===== config.mk =====
export PLATFORM = sky130hd
export DESIGN_NAME = digits_to_word
export DESIGN_NICKNAME = d
export VERILOG_FILES = /design/src/rtl/rpn_pkg.sv /design/src/rtl/digits_to_word_bcd_mac_step.sv /design/src/rtl/digits_to_word.sv
export SDC_FILE = /design/constraint.sdc
export NUM_CORES = 1
export LEC_CHECK = 0
export BUFFER_PORTS_ARGS = -buffer_cell sky130_fd_sc_hd__buf_2
export CORE_ASPECT_RATIO = 0.7
export CORE_MARGIN = 5
export CORE_UTILIZATION = 40
export CTS_CLUSTER_DIAMETER = 40
export CTS_CLUSTER_SIZE = 12
export DETAILED_ROUTE_END_ITERATION = 10
export GPL_ROUTABILITY_DRIVEN = 0
export SYNTH_ARGS = -nofsm -noshare
export SYNTH_HDL_FRONTEND = slang
export SYNTH_SLANG_ARGS = --single-unit

===== constraint.sdc =====
create_clock -name clk -period 3.29 [get_ports clk]
set_input_delay 0.658 -clock clk [delete_from_list [all_inputs] [get_ports clk]]
set_output_delay 0.658 -clock clk [all_outputs]
set_load 0.01 [all_outputs]

===== src/rtl/rpn_pkg.sv =====
// Types and constants shared along the RPN input path: the digit encoder,
// the ASCII decode stage and digits_to_word.
package rpn_pkg;

  typedef enum logic [1:0] {
    IDLE  = 2'd0,
    ACCUM = 2'd1,
    OUT   = 2'd2
  } state_e;

  localparam int                 DIGIT_W = 4;
  localparam logic [DIGIT_W-1:0] BCD_MAX = 4'd9;

endpackage


===== src/rtl/digits_to_word_bcd_mac_step.sv =====
// One radix-10 multiply-accumulate step: acc*10 + din, saturating at 2^WIDTH-1.
// A digit above 9 is flagged and leaves acc untouched.
module bcd_mac_step
  import rpn_pkg::*;
#(
  parameter int WIDTH = 16
) (
  input  logic [WIDTH-1:0]   acc,
  input  logic [DIGIT_W-1:0] din,
  output logic [WIDTH-1:0]   acc_next_sat,
  output logic               ovf,
  output logic               bad
);

  localparam int XW = WIDTH + 4;

  logic [XW-1:0] acc_x;
  logic [XW-1:0] prod;
  logic [XW-1:0] sum;

  // x10 as shift-and-add; WIDTH+4 bits holds (2^WIDTH-1)*10+15 without wrap
  assign acc_x = XW'(acc);
  assign prod  = (acc_x << 3) + (acc_x << 1);
  assign sum   = prod + XW'(din);

  always_comb begin
    bad          = (din > BCD_MAX);
    ovf          = 1'b0;
    acc_next_sat = acc;
    if (!bad) begin
      if (sum > XW'({WIDTH{1'b1}})) begin
        ovf          = 1'b1;
        acc_next_sat = '1;
      end else begin
        acc_next_sat = sum[WIDTH-1:0];
      end
    end
  end

endmodule


===== src/rtl/digits_to_word.sv =====
// Accumulates an MSD-first BCD digit stream into an unsigned binary word,
// one result per group with sticky overflow / bad-digit flags.
module digits_to_word
  import rpn_pkg::*;
#(
  parameter int WIDTH      = 16,
  parameter int MAX_DIGITS = 6
) (
  input  logic               clk,
  input  logic               rst_n,
  input  logic [DIGIT_W-1:0] din,
  input  logic               din_valid,
  input  logic               din_last,
  output logic               din_ready,
  input  logic               clear,
  output logic [WIDTH-1:0]   dout,
  output logic               dout_valid,
  output logic               err_ovf,
  output logic               err_digit
);

  // counter saturates one past the limit so a long group never wraps back in range
  localparam int            CW      = $clog2(MAX_DIGITS + 2);
  localparam logic [CW-1:0] CNT_LIM = CW'(MAX_DIGITS + 1);
  localparam logic [CW-1:0] CNT_MAX = CW'(MAX_DIGITS);

  state_e           state_q, state_d;
  logic [WIDTH-1:0] acc_q, acc_d;
  logic [CW-1:0]    cnt_q, cnt_d;
  logic             ovf_q, ovf_d;
  logic             bad_q, bad_d;
  logic [WIDTH-1:0] dout_q, dout_d;
  logic             err_ovf_q, err_ovf_d;
  logic             err_digit_q, err_digit_d;

  logic [WIDTH-1:0] step_acc;
  logic             step_ovf, step_bad;
  logic [CW-1:0]    cnt_new;
  logic             cnt_ovf;
  logic [WIDTH-1:0] acc_upd;
  logic             dig_ovf;
  logic             accept;

  bcd_mac_step #(.WIDTH(WIDTH)) u_step (
    .acc          (acc_q),
    .din          (din),
    .acc_next_sat (step_acc),
    .ovf          (step_ovf),
    .bad          (step_bad)
  );

  assign din_ready  = (state_q != OUT);
  assign dout_valid = (state_q == OUT);
  assign dout       = dout_q;
  assign err_ovf    = err_ovf_q;
  assign err_digit  = err_digit_q;

  assign accept  = din_valid && din_ready && !clear;
  assign cnt_new = (cnt_q == CNT_LIM) ? cnt_q : cnt_q + CW'(1);
  assign cnt_ovf = (cnt_new > CNT_MAX);
  assign acc_upd = cnt_ovf ? acc_q : step_acc;
  assign dig_ovf = step_ovf || cnt_ovf;

  always_comb begin
    state_d     = state_q;
    acc_d       = acc_q;
    cnt_d       = cnt_q;
    ovf_d       = ovf_q;
    bad_d       = bad_q;
    dout_d      = dout_q;
    err_ovf_d   = err_ovf_q;
    err_digit_d = err_digit_q;
    case (state_q)
      IDLE, ACCUM: begin
        if (clear) begin
          state_d = IDLE;
          acc_d   = '0;
          cnt_d   = '0;
          ovf_d   = 1'b0;
          bad_d   = 1'b0;
        end else if (accept) begin
          acc_d = acc_upd;
          cnt_d = cnt_new;
          ovf_d = ovf_q || dig_ovf;
          bad_d = bad_q || step_bad;
          if (din_last) begin
            state_d     = OUT;
            dout_d      = acc_upd;
            err_ovf_d   = ovf_q || dig_ovf;
            err_digit_d = bad_q || step_bad;
          end else begin
            state_d = ACCUM;
          end
        end
      end
      OUT: begin
        state_d = IDLE;
        acc_d   = '0;
        cnt_d   = '0;
        ovf_d   = 1'b0;
        bad_d   = 1'b0;
      end
      default: state_d = IDLE;
    endcase
  end

  always_ff @(posedge clk or negedge rst_n) begin
    if (!rst_n) begin
      state_q     <= IDLE;
      acc_q       <= '0;
      cnt_q       <= '0;
      ovf_q       <= 1'b0;
      bad_q       <= 1'b0;
      dout_q      <= '0;
      err_ovf_q   <= 1'b0;
      err_digit_q <= 1'b0;
    end else begin
      state_q     <= state_d;
      acc_q       <= acc_d;
      cnt_q       <= cnt_d;
      ovf_q       <= ovf_d;
      bad_q       <= bad_d;
      dout_q      <= dout_d;
      err_ovf_q   <= err_ovf_d;
      err_digit_q <= err_digit_d;
    end
  end

endmodule


==> results of run 1 <==
-- power by group --
part / internal (uW) / switching [uW] / leakage (uW)
registers: 591 / 57.9 / 0.000537
clock network: 166 / 179 / 0.0000433
logic: 187 / 252 / 0.00117
-- kinds of logic (layout without fill, tap and decap cells) --
logic type | count (synthesis) | after routing | share of synthesized area, %
compound gates | 129 | 129 | 29.8
simple gates | 77 | 78 | 12.8
buf+inv | 23 | 70 | 5.69
mux | 2 | 2 | 0.646
fa+ha+maj | 34 | 34 | 14.2
xor+xnor | 13 | 13 | 3.67
flops | 41 | 41 | 33.1
-- sequential cells by signal, indices dropped and copies added (netlist names) --
name / count
err_digit: 1
acc_q: 16
dout: 16
cnt_q: 3
ovf_q: 1
bad_q: 1
state_q: 2
err_ovf: 1
-- final cells by class --
| type | count | area (um2) | area share [%] |
|---|---|---|---|
| Inverter | 6 | 22.5 | 0.624 |
| Clock inverter | 1 | 7.51 | 0.208 |
| Multi-Input combinational cell | 256 | 1960 | 54.4 |
| Clock buffer | 6 | 82.6 | 2.29 |
| Timing Repair Buffer | 57 | 382 | 10.6 |
| Sequential cell | 41 | 1030 | 28.5 |
| Tap cell | 98 | 123 | 3.40 |
-- per-layer routing --
| layer | part of all wire (%) | GRT usage [%] | vias to the layer above | wire (um) |
|---|---|---|---|---|
| met4 | 0.70 | 3.84 | 0 | 58 |
| met3 | 6.4 | 2.61 | 5 | 529 |
| met2 | 40 | 22.5 | 81 | 3290 |
| met5 | 0 | 0 | - | 0 |
| met1 | 53 | 28.9 | 1310 | 4360 |
| li1 | - | - | 1313 | - |
-- worst max path at each step --
stage                     startpoint  cells after the start  slack [ns]         to
final                         din[2]                     14        0.05  acc_q[13]
after global routing          din[2]                     14       -0.02    dout[1]
after CTS                   acc_q[2]                     10        0.07    dout[6]
after detailed placement      din[3]                     11       -0.19    dout[6]
after global placement        din[3]                     12       -0.17    dout[9]
after floorplan               din[3]                     10        0.02   acc_q[1]
-- stage by stage --
step / setup WS [ns] / hold slack (ns)
global route: -0.0157 / 0.518
floorplan: 0.0243 / 0.362
CTS: 0.0736 / 0.485
global placement: -0.173 / 0.468
detailed placement: -0.190 / 0.469
finish: 0.0483 / 0.481
-- cells in the final DEF, fill, tap and decap left out, types with 3 or more instances in the layout --
cell type  instances
nor4_2             3
buf_4             25
o211ai_1           4
a21oi_2            7
xnor2_1            9
o21ai_1           11
o22ai_1            7
nand2_1           22
a211oi_1           4
nor4_1             5
o21ai_2           12
buf_2             28
o21ai_0           18
nand3_1            7
clkbuf_8           6
buf_6              3
inv_1              6
nor3_1             5
a21oi_1           19
a21o_1            11
ha_1              29
nor2_1            16
a22oi_1           17
nand4_1            4
o21a_1             3
xor2_1             4
dfrtp_1           40
-- worst max-delay path, delay by kind of cell --
kind            cells  cell delay, ns
fa+ha+maj           3            0.88
compound gates      4            0.68
mux                 1            0.22
simple gates        2            0.33
buf+inv             4            0.62
-- timing repair --
item | in CTS | in global routing
resized for setup | 0 | 23
buffers inserted | 0 | 6
hold buffers | 0 | 0
setup endpoints to repair | 0 | 28
==> flow_summary_export.csv, run 1 <==
group,metric,value,unit
power,peakVddDrop,177,uV
placed_design,placed_area,3410,um2
setup_path,crit_type,"input pin to flop",
cts,cts.root.buffer_cell,"clkbuf_8",
flow_run,drv_cap,0,
setup_path,crit_path_start_kind,"input pin",
setup_path,r2r_end,"acc_q[13]",
synthesis,synth-seq-cells,41,
status,status,"complete, no violations",
die,dieHeight,83.6,um
global_route,grt_antenna_before_repair,0,
timing,fin_setup_tns,0,ns
timing,worst_pin_slew,1.11,ns
setup_path,r2r-start,"acc_q[1]",
die,ioPinCount,29,
power,p_leak,0.00175,uW
placed_design,place_inst,451,
timing,finalMaxSlewViolations,0,
synthesis,syn_area_per_cell,9.72,um2
routing,drtPass1Iterations,4,
setup_path,reg2reg_setup_slack,0.08,ns
routing,drt_iter0_drc,263,
synthesis,synth.most_common_cell,"dfrtp_1",
min_path,worstHoldEndpoint,"err_digit",
timing,fin_worst_skew,0.00976,ns
power,p_total,1430,uW
synthesis,synth-seq-area-share,33.1,%
cts,insertion_delay,0.29,ns
synthesis,synthCells,319,
setup_path,crit_required,3.46,ns
synthesis,post-synth-top-area-cell,"dfrtp_1",
cts,cts_max_path_buffers,2,
setup_path,critPathMaxFanout,4,
cts,cts_buffers,5,
placed_design,port_buffers,28,
routing,wire_per_inst,17.7,um
timing,hold_violations,0,
timing,relSlewSlack,25.7,%
synthesis,synth_nets,362,
cts,cts_tree,"built",
layout,fillers,719,
setup_path,cp_cell_sequence,"buf_2 > ha_1 > ha_4 > fa_2 > a21o_1 > a221oi_4 > buf_4 > nor3_4 > mux2i_2 > o41ai_4 > buf_6 > nor3_1 > buf_4 > o21ai_0",
placed_design,hpwl,6340,um
die,core-area,7420,um2
min_path,worstHoldPathCells,2,
synthesis,synth_edf_count,0,
global_route,grt_pass1_wl,13500,um
global_route,grt_pass1_vias,2556,
layout,antennaDiodeCount,0,
die,initial_core_util,41.8,%
die,die_x,115,um
synthesis,synth_area_leaders,"dfrtp_1 33%, ha_1 13%, o21ai_0 4.4%",
die,fp-row-count,26,
synthesis,yosys_warnings,0,
routing,ant_nets,0,
routing,viasPerCell,5.83,
setup_path,cp_slowest_cell,"fa_2",
setup_path,cp.arrival,3.41,ns
setup_path,cp_slowest_stage_delay,0.38,ns
routing,via_count,2709,
die,die_area,9640,um2
cts,clock_sinks,41,
global_route,grt_max_degree,42,
setup_path,ff2ff_path_depth,13,
cts,path_clk_slew,0.08,ns
routing,drc,0,
layout,final_cells,465,
global_route,grt.overflow.total,0,
layout,final_area,3610,um2
synthesis,synth_common_cells,"41 x dfrtp_1, 32 x ha_1, 27 x o21ai_0",
routing,wirelength,8250,um
setup_path,cpMostUsedCell,"buf_4",
timing,fin_crit,3.24,ns
synthesis,yosysUniqueCellTypes,54,
global_route,grt_usage,17.3,%
timing,setup_violations,0,
min_path,hold_start,"err_digit",
min_path,hold_class,"flop to flop",
synthesis,async_flop_share,100,%
power,power_density,397,nW/um2
timing,fin_crit_sh,98.5,%
cts,h-tree-depth,2,
setup_path,endpoint_kind,"flop",
layout,area.growth.synth_to_final,16.4,%
synthesis,synth_ff_type,"dfrtp_1",
layout,drive_above_1_share,28.6,%
layout,nets,410,
timing,fmax,0.308,GHz
layout,utilization,48.7,%
synthesis,yosysTopAreaCellShare,33.1,%
synthesis,syn_area,3100,um2
No activity file was read; power rests on OpenSTA's default activity.
==> inputs of run 2 (changes only) <==
--- a/config.mk
+++ b/config.mk
@@ -5,14 +5,15 @@
 export SDC_FILE = /design/constraint.sdc
 export NUM_CORES = 1
 export LEC_CHECK = 0
+export ABC_CLOCK_PERIOD_IN_PS = 3290
 export BUFFER_PORTS_ARGS = -buffer_cell sky130_fd_sc_hd__buf_2
-export CORE_ASPECT_RATIO = 0.7
 export CORE_MARGIN = 5
 export CORE_UTILIZATION = 40
 export CTS_CLUSTER_DIAMETER = 40
 export CTS_CLUSTER_SIZE = 12
 export DETAILED_ROUTE_END_ITERATION = 10
 export GPL_ROUTABILITY_DRIVEN = 0
+export PLACE_DENSITY = 0.62
 export SYNTH_ARGS = -nofsm -noshare
 export SYNTH_HDL_FRONTEND = slang
 export SYNTH_SLANG_ARGS = --single-unit
==> run 2 against run 1 <==
Compared with the run above: cell area shrank 1.7%; clock power grew 42%; register-to-register slack gained 0.07 ns; largest power group unchanged; die area shrank 0.28%; cell count shrank 1.1%; hold slack lost 0.0016 ns; setup slack gained 0.097 ns; routed wire length shrank 5.6%; critical endpoint is now dout[5]; count of clock-buffer cells in the layout shrank 1.
==> flow_summary_export.csv, run 2 (same netlist as run 1, synthesis figures left out) <==
group,metric,value,unit
status,status,"complete, no violations",
global_route,grt_antenna_before_repair,0,
min_path,hold_class,"input pin to asynchronous set/reset pin",
placed_design,hpwl,6030,um
die,die_area,9610,um2
power,switching_share,31.2,%
power,peakVddDrop,198,uV
layout,final_cells,460,
flow_run,drv_cap,0,
routing,via_count,2626,
setup_path,cp.arrival,3.32,ns
routing,viasPerCell,5.71,
placed_design,place_inst,452,
die,die_x,98.0,um
global_route,grt_max_degree,42,
power,p_int,1070,uW
die,core-area,7650,um2
die,ioPinCount,29,
cts,cts_tree,"built",
routing,ant_nets,0,
timing,fmax,0.318,GHz
timing,hold_violations,0,
global_route,grt_pass1_wl,13100,um
timing,fin_worst_skew,0.00597,ns
global_route,grt_usage,16.7,%
placed_design,port_buffers,28,
cts,path_clk_slew,0.08,ns
die,initial_core_util,40.5,%
timing,fin_crit,3.14,ns
placed_design,placed_area,3380,um2
power,p_switching,488,uW
cts,clock_sinks,41,
cts,insertion_delay,0.30,ns
setup_path,endpoint_kind,"flop",
power,combPwrFrac,26.8,%
power,seqPwrFrac,41.8,%
die,fp-row-count,32,
routing,drt_iter0_drc,174,
timing,whs,0.479,ns
routing,drtPass1Iterations,4,
cts,cts_max_path_buffers,2,
timing,relSlewSlack,40.1,%
timing,fin_crit_sh,95.6,%
power,power_density,440,nW/um2
routing,wirelength,7780,um
layout,drive_above_1_share,26.0,%
routing,wire_per_inst,16.9,um
die,dieHeight,98.0,um
timing,finalMaxSlewViolations,0,
timing,worst_pin_slew,0.898,ns
setup_path,crit_required,3.47,ns
layout,final_area,3550,um2
global_route,grt_pass1_vias,2592,
setup_path,crit_type,"flop to flop",
setup_path,ff2ff_path_depth,10,
setup_path,critPathMaxFanout,8,
layout,antennaDiodeCount,0,
timing,setup_violations,0,
cts,h-tree-depth,2,
timing,rsz0062_at_grt,"yes",
cts,cts_buffers,5,
layout,final_cell_mix,"40 x dfrtp_1, 31 x ha_1, 28 x buf_2",
cts,postCtsSetupRepairBufs,0,
layout,area.growth.synth_to_final,14.5,%
power,p_leak,0.00173,uW
cts,cts.root.buffer_cell,"clkbuf_8",
routing,drc,0,
power,power_frac_clock,31.4,%
layout,final_common_cell,"dfrtp_1",
global_route,grt.overflow.total,0,
layout,nets,400,
setup_path,crit_path_start_kind,"flop",
[run 2: cell types whose count changed in the layout (fill, tap and decap cells not counted), sizes merged]
cell | previous run | this run
buf | 57 | 48
bufinv | 0 | 2
clkbuf | 6 | 5
clkinvlp | 1 | 0
inv | 6 | 7
nor2 | 18 | 17
[run 2: per-layer routing]
metal,wire length (um),up-vias,GRT usage [%]
met5,0,-,0
met4,114,0,4.79
met3,329,8,2.64
met2,3640,53,26.4
met1,3700,1280,23.6
li1,-,1285,-
[run 2: timing repair]
item,4_1_cts,5_1_grt
hold buffers,0,0
endpoints found under the setup margin,0,22
hold endpoints to repair,0,0
resized for setup,0,8
[run 2: final timing paths]
check                         start          to  slack [ns]
min in group clk            dout[2]     dout[2]        0.49
setup / recovery           acc_q[2]     dout[5]        0.15
hold / removal                rst_n  state_q[0]        0.48
setup reg to reg           acc_q[2]     dout[5]        0.15
max in group asynchronous     rst_n    acc_q[2]        2.18
hold reg to reg             dout[2]     dout[2]        0.49
[run 2: critical path, stage by stage, from the launching register on]
cell and delay [ns]:
dfrtp_2 0.45, fa_1 0.54, fa_2 0.41, a21o_1 0.22, a221oi_4 0.35, o311ai_2 0.14, nor3_2 0.19, o22ai_4 0.12
buf_4 0.18, nor4_1 0.28, o21ai_0 0.13
[run 2: area by class of cell]
| type | instances | area, um2 |
|---|---|---|
| Fill cell | 775 | 4100 |
| Multi-Input combinational cell | 255 | 1940 |
| Sequential cell | 41 | 1030 |
| Timing Repair Buffer | 48 | 290 |
| Tap cell | 102 | 128 |
| Clock buffer | 5 | 68.8 |
| Clock inverter | 3 | 68.8 |
| Inverter | 6 | 22.5 |
[run 2: stage by stage]
stage	power (uW)	setup TNS, ns	worst slack (ns)	util, %
after global placement	1080	-3.11	-0.265	44.2
after floorplan	915	0	0.0243	-
after detailed placement	1080	-3.75	-0.250	44.2
final	1560	0	0.146	46.4
after global routing	1660	-0.0526	-0.0304	46.4
after CTS	1580	0	0.0122	46.0
[run 2: power groups by stage]
stage / combinational (uW) / clock (uW) / sequential, uW
3_5_place_dp: 417 / 0 / 666
2_1_floorplan: 231 / 0 / 685
5_1_grt: 465 / 527 / 668
3_3_place_gp: 415 / 0 / 664
6_report: 418 / 490 / 653
4_1_cts: 419 / 502 / 656
